## src/rtl/stream_filter3x3.sv

```systemverilog
// Streaming 3x3 window filter (pass/gauss/sharpen/dilate) built from two line buffers over valid/ready.
// Output registered one cycle after the accept that completes a window; in_ready falls with a stalled output.
module stream_filter3x3 #(
    parameter int DW    = 8,
    parameter int IMG_W = 64,
    parameter int IMG_H = 64
) (
    input  logic          clk,
    input  logic          rst,
    input  logic          en,
    input  logic [1:0]    mode,
    input  logic          in_valid,
    output logic          in_ready,
    input  logic [DW-1:0] in_pixel,
    output logic          out_valid,
    input  logic          out_ready,
    output logic [DW-1:0] out_pixel,
    output logic          out_last,
    output logic          busy,
    output logic          done
);
    localparam int CW = (IMG_W > 1) ? $clog2(IMG_W) : 1;
    localparam int RW = (IMG_H > 1) ? $clog2(IMG_H + 1) : 1;

    typedef enum logic [1:0] {IDLE, RUN, FLUSH} state_t;

    state_t        state;
    logic [1:0]    mode_q;
    logic [CW-1:0] col;
    logic [RW-1:0] row;
    logic [DW-1:0] lb0 [IMG_W];
    logic [DW-1:0] lb1 [IMG_W];
    logic [DW-1:0] win [3][3];
    logic [DW-1:0] nw  [3][3];

    logic accept, last_px, win_ok;

    assign in_ready = (state == RUN) && (!out_valid || out_ready);
    assign busy     = (state != IDLE);
    assign accept   = in_valid && in_ready;
    assign last_px  = (row == RW'(IMG_H - 1)) && (col == CW'(IMG_W - 1));
    assign win_ok   = (row >= RW'(2)) && (col >= CW'(2));

    // Window as it will look after this accept; kernels see the fresh column.
    always_comb begin
        for (int r = 0; r < 3; r++) begin
            nw[r][0] = win[r][1];
            nw[r][1] = win[r][2];
        end
        nw[0][2] = lb1[col];
        nw[1][2] = lb0[col];
        nw[2][2] = in_pixel;
    end

    logic [DW+3:0]        gsum;
    logic [DW+3:0]        c_ext;
    logic signed [DW+3:0] sharp;
    logic [DW-1:0]        mx;
    logic [DW-1:0]        kout;

    always_comb begin
        gsum = (DW+4)'(nw[0][0]) + ((DW+4)'(nw[0][1]) << 1) + (DW+4)'(nw[0][2])
             + ((DW+4)'(nw[1][0]) << 1) + ((DW+4)'(nw[1][1]) << 2) + ((DW+4)'(nw[1][2]) << 1)
             + (DW+4)'(nw[2][0]) + ((DW+4)'(nw[2][1]) << 1) + (DW+4)'(nw[2][2]);
        c_ext = (DW+4)'(nw[1][1]);
        // Modular arithmetic is exact here: the true result always fits DW+4 signed bits.
        sharp = signed'(c_ext + (c_ext << 2) - (DW+4)'(nw[0][1]) - (DW+4)'(nw[2][1])
                        - (DW+4)'(nw[1][0]) - (DW+4)'(nw[1][2]));
        mx = nw[0][0];
        for (int r = 0; r < 3; r++)
            for (int c = 0; c < 3; c++)
                if (nw[r][c] > mx) mx = nw[r][c];
        case (mode_q)
            2'd0:    kout = nw[1][1];
            2'd1:    kout = gsum[DW+3:4];
            2'd2: begin
                if (sharp[DW+3])           kout = '0;
                else if (|sharp[DW+2:DW])  kout = '1;
                else                       kout = sharp[DW-1:0];
            end
            default: kout = mx;
        endcase
    end

    always_ff @(posedge clk) begin
        if (accept) begin
            lb1[col] <= lb0[col];
            lb0[col] <= in_pixel;
        end
    end

    always_ff @(posedge clk or posedge rst) begin
        if (rst) begin
            state     <= IDLE;
            mode_q    <= '0;
            col       <= '0;
            row       <= '0;
            out_valid <= 1'b0;
            out_pixel <= '0;
            out_last  <= 1'b0;
            done      <= 1'b0;
            for (int r = 0; r < 3; r++)
                for (int c = 0; c < 3; c++)
                    win[r][c] <= '0;
        end else begin
            done <= 1'b0;
            case (state)
                IDLE: if (en) begin
                    state  <= RUN;
                    mode_q <= mode;
                    col    <= '0;
                    row    <= '0;
                end
                RUN:   if (accept && last_px) state <= FLUSH;
                FLUSH: if (out_valid && out_ready && out_last) begin
                    state <= IDLE;
                    done  <= 1'b1;
                end
                default: state <= IDLE;
            endcase
            if (accept) begin
                if (col == CW'(IMG_W - 1)) begin
                    col <= '0;
                    row <= row + 1'b1;
                end else begin
                    col <= col + 1'b1;
                end
                win <= nw;
            end
            if (accept && win_ok) begin
                out_valid <= 1'b1;
                out_pixel <= kout;
                out_last  <= last_px;
            end else if (out_ready) begin
                out_valid <= 1'b0;
                out_last  <= 1'b0;
            end
        end
    end
endmodule

```

## config.mk

```make
export PLATFORM = sky130hd
export DESIGN_NAME = stream_filter3x3
export DESIGN_NICKNAME = d
export VERILOG_FILES = /design/src/rtl/stream_filter3x3.sv
export SDC_FILE = /design/constraint.sdc
export NUM_CORES = 2
export LEC_CHECK = 0
export ABC_AREA = 0
export CAP_MARGIN = 15
export CORE_UTILIZATION = 55
export DETAILED_ROUTE_END_ITERATION = 6
export DONT_BUFFER_PORTS = 1
export PLACE_DENSITY = 0.73
export RECOVER_POWER = 50
export SLEW_MARGIN = 20
export SYNTH_ARGS = -nofsm -noshare
export SYNTH_HDL_FRONTEND = slang
export SYNTH_SLANG_ARGS = --single-unit
```

## constraint.sdc

```tcl
create_clock -name clk -period 23.3 [get_ports clk]
set_input_delay 3.495 -clock clk [delete_from_list [all_inputs] [get_ports clk]]
set_output_delay 3.495 -clock clk [all_outputs]
set_load 0.02 [all_outputs]
```

-- After elaboration in Yosys (flattened, before gate mapping)
Memories as Yosys holds them, arrays and structs flattened.
Cells that the tools add are included.
Widths: inputs -> output; s select.
- register bits: 76
- latch bits: 0
- RAM bits: 1024
- memory bits (read-only): 0
- input port bits: 15
- output and inout bits: 13
- logic and storage cells: 100
- memories: 2
- add/sub/neg operators: 15
- multiply operators: 0
- div/mod/pow operators: 0
- $lt $le $gt $ge: 10
- eq/ne operators: 9
- shifts and indexed selects: 0
- multiplexer cells: 30
- bitwise gates (word level): 0
- reductions and logical operators: 20
- memories (name ; depth ; width ; read ports ; clocked after memory_dff ; wr ports ; line ; source):
    lb0 ; 64 ; 8 ; 1 ; 0 ; 1 ; 31 ; logic [DW-1:0] lb0 [IMG_W];
    lb1 ; 64 ; 8 ; 1 ; 0 ; 1 ; 32 ; logic [DW-1:0] lb1 [IMG_W];
- operator list (operator ; count):
    $mux 8 ; 10
    $gt 8x8->1 ; 8
    $sub 12x8->12 ; 3
    $mux 7 ; 4
    $add 12x8->12 ; 2
    $add 12x9->12 ; 2
    $mux 6 ; 4
    $pmux 8 s3 ; 1
    $add 11x9->12 ; 1
    $add 12x10->12 ; 1
    $sub 11x8->12 ; 1
    $add 10x8->11 ; 1
    $add 8x10->11 ; 1
    $add 8x9->10 ; 1
    $logic_and 1x1->1 ; 8
    $reduce_bool 2->1 ; 4
    $add 7x1->7 const B ; 1
    $eq 7x6->1 const B ; 1
    $ge 7x2->1 const B ; 1
    $mux 1 ; 7
    $add 6x1->6 const B ; 1
    $eq 6x6->1 const B ; 1
    $ge 6x2->1 const B ; 1
    $mux 2 ; 3
    11 further kinds ; 16

-- Logic depth before layout (Yosys ltp)
- depth after elaboration: 17
- gate-level depth with buffers: 96
- depth with buffers taken out: 84

-- Worst setup path before layout
Ideal clock, no wire load.
- path type: register to register
- from: register col[2]
- to: register out_pixel[2]
- library setup time: 0.126 ns
- arrival time: 16.052 ns
- data required time: 23.174 ns
- path slack: 7.121 ns
- cell stages (with the launch flop): 90
- path buffers: 12
- period minus slack after synthesis: 16.179 ns
- cells stage by stage: dfrtp_1 -> buf_4 -> buf_6 -> buf_6 -> buf_2 -> buf_1 -> nor2_1 -> clkbuf_1 -> buf_1 -> a22o_1 -> a221oi_1 -> a31oi_1 -> or4_1 -> nor4_1 -> inv_1 -> ha_1 -> a21o_1 -> a21o_1 -> [54 not listed] -> a31o_2 -> buf_2 -> nand2_1 -> mux2i_1 -> ha_1 -> nor2b_1 -> o21a_1 -> o21ai_0 -> nand2b_1 -> a21oi_1 -> nor2_1 -> a211oi_1 -> a21oi_1 -> and3_1 -> buf_1 -> a21oi_1 -> a21oi_1 -> a311o_1
- RTL lines (what ; line ; source):
    start, declared ; 29 ; logic [CW-1:0] col;
    start signal, assigned ; 126 ; col <= col + 1'b1;
    end signal, assigned ; 132 ; out_pixel <= kout;
    end, declared ; 17 ; output logic [DW-1:0] out_pixel,

==> results.txt <==
----------------------------------------------------
[Logic synthesis]
  Post-synthesis share of cell area spent on xor and xnor gates ... less than 1%
  Fraction of post-synthesis cell area in the top cell type by area ... 66.7%
  Synth Register Bits ... between 1000 and 1500
  Number of cells produced by synthesis ... 3015
  Share of synthesized area spent on multiplexers ... under 10%
  Number of enable flip-flop cells after synthesis ... just over 1000
  Netlist area before placement ... about 46000 um2
  Count leader, synth ... sky130_fd_sc_hd__edfxtp_1
  Top FF cell, synth ... sky130_fd_sc_hd__edfxtp_1
  Number of library cell types mapped by synthesis ... 86
  Synthesized area per cell ... 15.3 um2
  Cells taking the most area after synthesis ... sky130_fd_sc_hd__edfxtp_1 67%, sky130_fd_sc_hd__a22oi_1 4.8%, sky130_fd_sc_hd__dfrtp_1 4.1%
  Seq/Total Area, Yosys ... 70.8%
  Area share of fa/ha/maj cells after synthesis ... 5.89%
  Fraction of the mapped netlist area in compound gates ... a little over an eighth
  Simple-Gate Fraction of Synth Area ... 5.31%
  Combinational family with the most area after synthesis ... compound AO/OA/AOI/OAI gates
  Post-synth net total ... 3197
  Synth async-reset ratio ... 6.91%
  Total number of yosys warnings ... 0
  Synth top cells by count ... 1024 x sky130_fd_sc_hd__edfxtp_1, 295 x sky130_fd_sc_hd__a22oi_1, 147 x sky130_fd_sc_hd__nand2_1
  Largest area contributor in the synthesized netlist ... sky130_fd_sc_hd__edfxtp_1

[Global route]
  Global-route usage over all layers ... between 30% and 40%
  Antenna violations before repair ... 6
  Maximum number of pins on one net before global-route repair ... between 70 and 80
  Most Used Layer, Global Route ... met2
  Met3 Usage GRT ... around 6.0%
  Global-route congestion overflow total ... 0
  Via count of the first global-routing pass ... ~29000
  First-pass GRT wire length ... 191000 um
  Met1 GRT Util ... about 41%
  Met2 capacity usage during global routing ... 49.5%

[Timing]
  Final count of pins violating max slew ... approximately 680
  Period utilization ... 87.8%
  Pin slew with the least headroom to its limit ... slightly below 5 ns
  Setup violators final ... 0
  RSZ-0062 raised after global routing ... false
  Max frequency ... roughly 0.05 GHz
  Slew Limit Headroom ... -225%
  Post-Route Setup TNS ... 0 ns
  Least setup slack across all paths after layout ... roughly 2.8 ns
  Post-layout min period ... just over 20 ns
  Final Skew ... 0.0383 ns
  Final hold violation count ... 0

[Critical path]
  Peak per-stage delay on the critical path ... 0.81 ns
  Max Fanout on Critical Path ... 43
  Critical Path Stages ... between 70 and 80
  Category of the worst setup path launch point ... flop
  Kind of cell adding the most delay to the critical path ... compound AO/OA/AOI/OAI gates
  Worst Path Required ... ~24 ns
  Buf+Inv Stages, Crit Path ... 5
  Critical path arrival ... between 20 and 25 ns
  Endpoint class of the critical path ... flop
  Crit-path most repeated cell ... sky130_fd_sc_hd__a21oi_1
  Critical Setup Path Class ... flop to flop
  Slowest CP cell ... sky130_fd_sc_hd__clkbuf_1
  Worst Reg-to-Reg Cells ... 77

[Placement]
  Cell count after placement ... about 4000
  Port Buffer Count ... 0
  Final weighted congestion in routability-driven placement ... 0.992
  DP HPWL ... about 80000 um
  Worst Setup Slack post-DPL ... between 3 and 4 ns

[CTS]
  Buffers inserted during post-CTS setup optimization ... 0
  Resize count post-CTS ... 0
  Clk_lat worst skew ... about 0.69 ns
  Clk sinks ... 1100
  Clock buffers created by TritonCTS ... ~110
  Clock Pin Slew Worst Setup and Hold Paths ... 0.07 ns
  Number of H-tree levels ... 3
  Number of buffers on the longest clock path ... 3
  Clock tree from TritonCTS ... built
  CTS root buffer ... sky130_fd_sc_hd__clkbuf_16
  CTS hold repair buffers ... 0

[Floorplanning]
  Standard-cell row count ... 105
  Die H ... ~300 um
  Die Outline Area ... roughly 85000 um2
  Total core area ... slightly above 80000 um2
  Starting density of the core ... a little under three fifths
  IO Pins ... 28
  Die width ... about 290 um

[Detailed routing]
  Per-cell routed wire length ... 30.7 um
  Initial detailed-routing violation count ... 3730
  Post-detailed-route count of antenna-violating nets ... 0
  TritonRoute pass-1 iters ... 6
  Wirelength, routed ... ~130000 um
  Vias per cell ... between 6 and 7
  Vias ... between 20000 and 30000
  DRC violation count after routing ... 0

[Layout]
  Fraction of layout instances using a drive strength above 1 ... 9.63%
  Number of nets in the layout ... 3263
  Final instance count without filler cells ... 4241
  Relative area change from synthesis to final layout ... 10.9%
  Final core utilization ... about three fifths

[Hold path]
  Worst Hold Depth ... 1
  Classification of the worst-slack hold path ... flop to flop

[Run status]
  Violated checks ... capacitance limit, slew limit
  Status ... finished, violations left

[Flow run]
  Max-Cap Viols ... 11

----------------------------------------------------
## path summary, 6_finish.rpt
kind                                      startpoint                        to  slack, ns
min in group asynchronous                        rst        nw[65]$_DFFE_PP0P_       4.65
worst min-delay path            state[0]$_DFFE_PP0P_            done$_DFF_PP0_       0.52
max in group asynchronous                        rst        col[2]$_DFFE_PP0P_      15.57
worst max-delay path              col[1]$_DFFE_PP0P_  out_pixel[7]$_DFFE_PP0P_       2.85
worst max register to register    col[1]$_DFFE_PP0P_  out_pixel[7]$_DFFE_PP0P_       2.85
worst min register to register  state[0]$_DFFE_PP0P_            done$_DFF_PP0_       0.52
## per-stage QoR
step           hold slack [ns]  cell area (um2)
3_3_place_gp             0.484            47800
2_1_floorplan            0.457            46100
4_1_cts                  0.518            51200
6_report                 0.516            51100
5_1_grt                  0.548            51100
3_5_place_dp             0.510            47800
## state kept, by name, summed over array words and instances (netlist names)
register	flops
lb0	512
lb1	512
nw	40
c_ext	8
out_pixel	8
row	7
col	6
mode_q	2
state	2
done	1
out_last	1
out_valid	1
## cell families after synthesis
logic type                 after synthesis
AOI/OAI and AO/OA                      868
xor gates and xnor gates                22
adders and majority gates              168
buffers and inverters                  307
DFF                                   1100
muxes                                   64
and+or+nand+nor                        486
## routing by layer
metal,part of all wire [%],up-vias
met2,48,1945
met1,36,14679
met3,11,343
met4,4.6,6
li1,-,12140
met5,0.031,-
## layout make-up
class / instances / area, um2
flip-flops and latches: 1100 / 32700
fillers: 5885 / 31400
multi-input cells: 1608 / 12300
clock buffers: 130 / 2780
well taps: 1070 / 1340
repair buffers: 124 / 887
clock inverters: 65 / 611
inverters: 141 / 533
diodes: 3 / 7.51
## placed cells by master (no fill, tap or decap), drive strengths merged, types with 82 or more instances in the layout
| cell type | instances |
|---|---|
| inv | 137 |
| nand2 | 147 |
| nor2 | 116 |
| a22oi | 295 |
| clkbuf | 145 |
| buf | 109 |
| ha | 85 |
| o21ai | 119 |
| edfxtp | 1024 |
| fa | 82 |
Power is not shown: default switching activity piles up to over one toggle a cycle in this logic, so the estimate is an artifact.
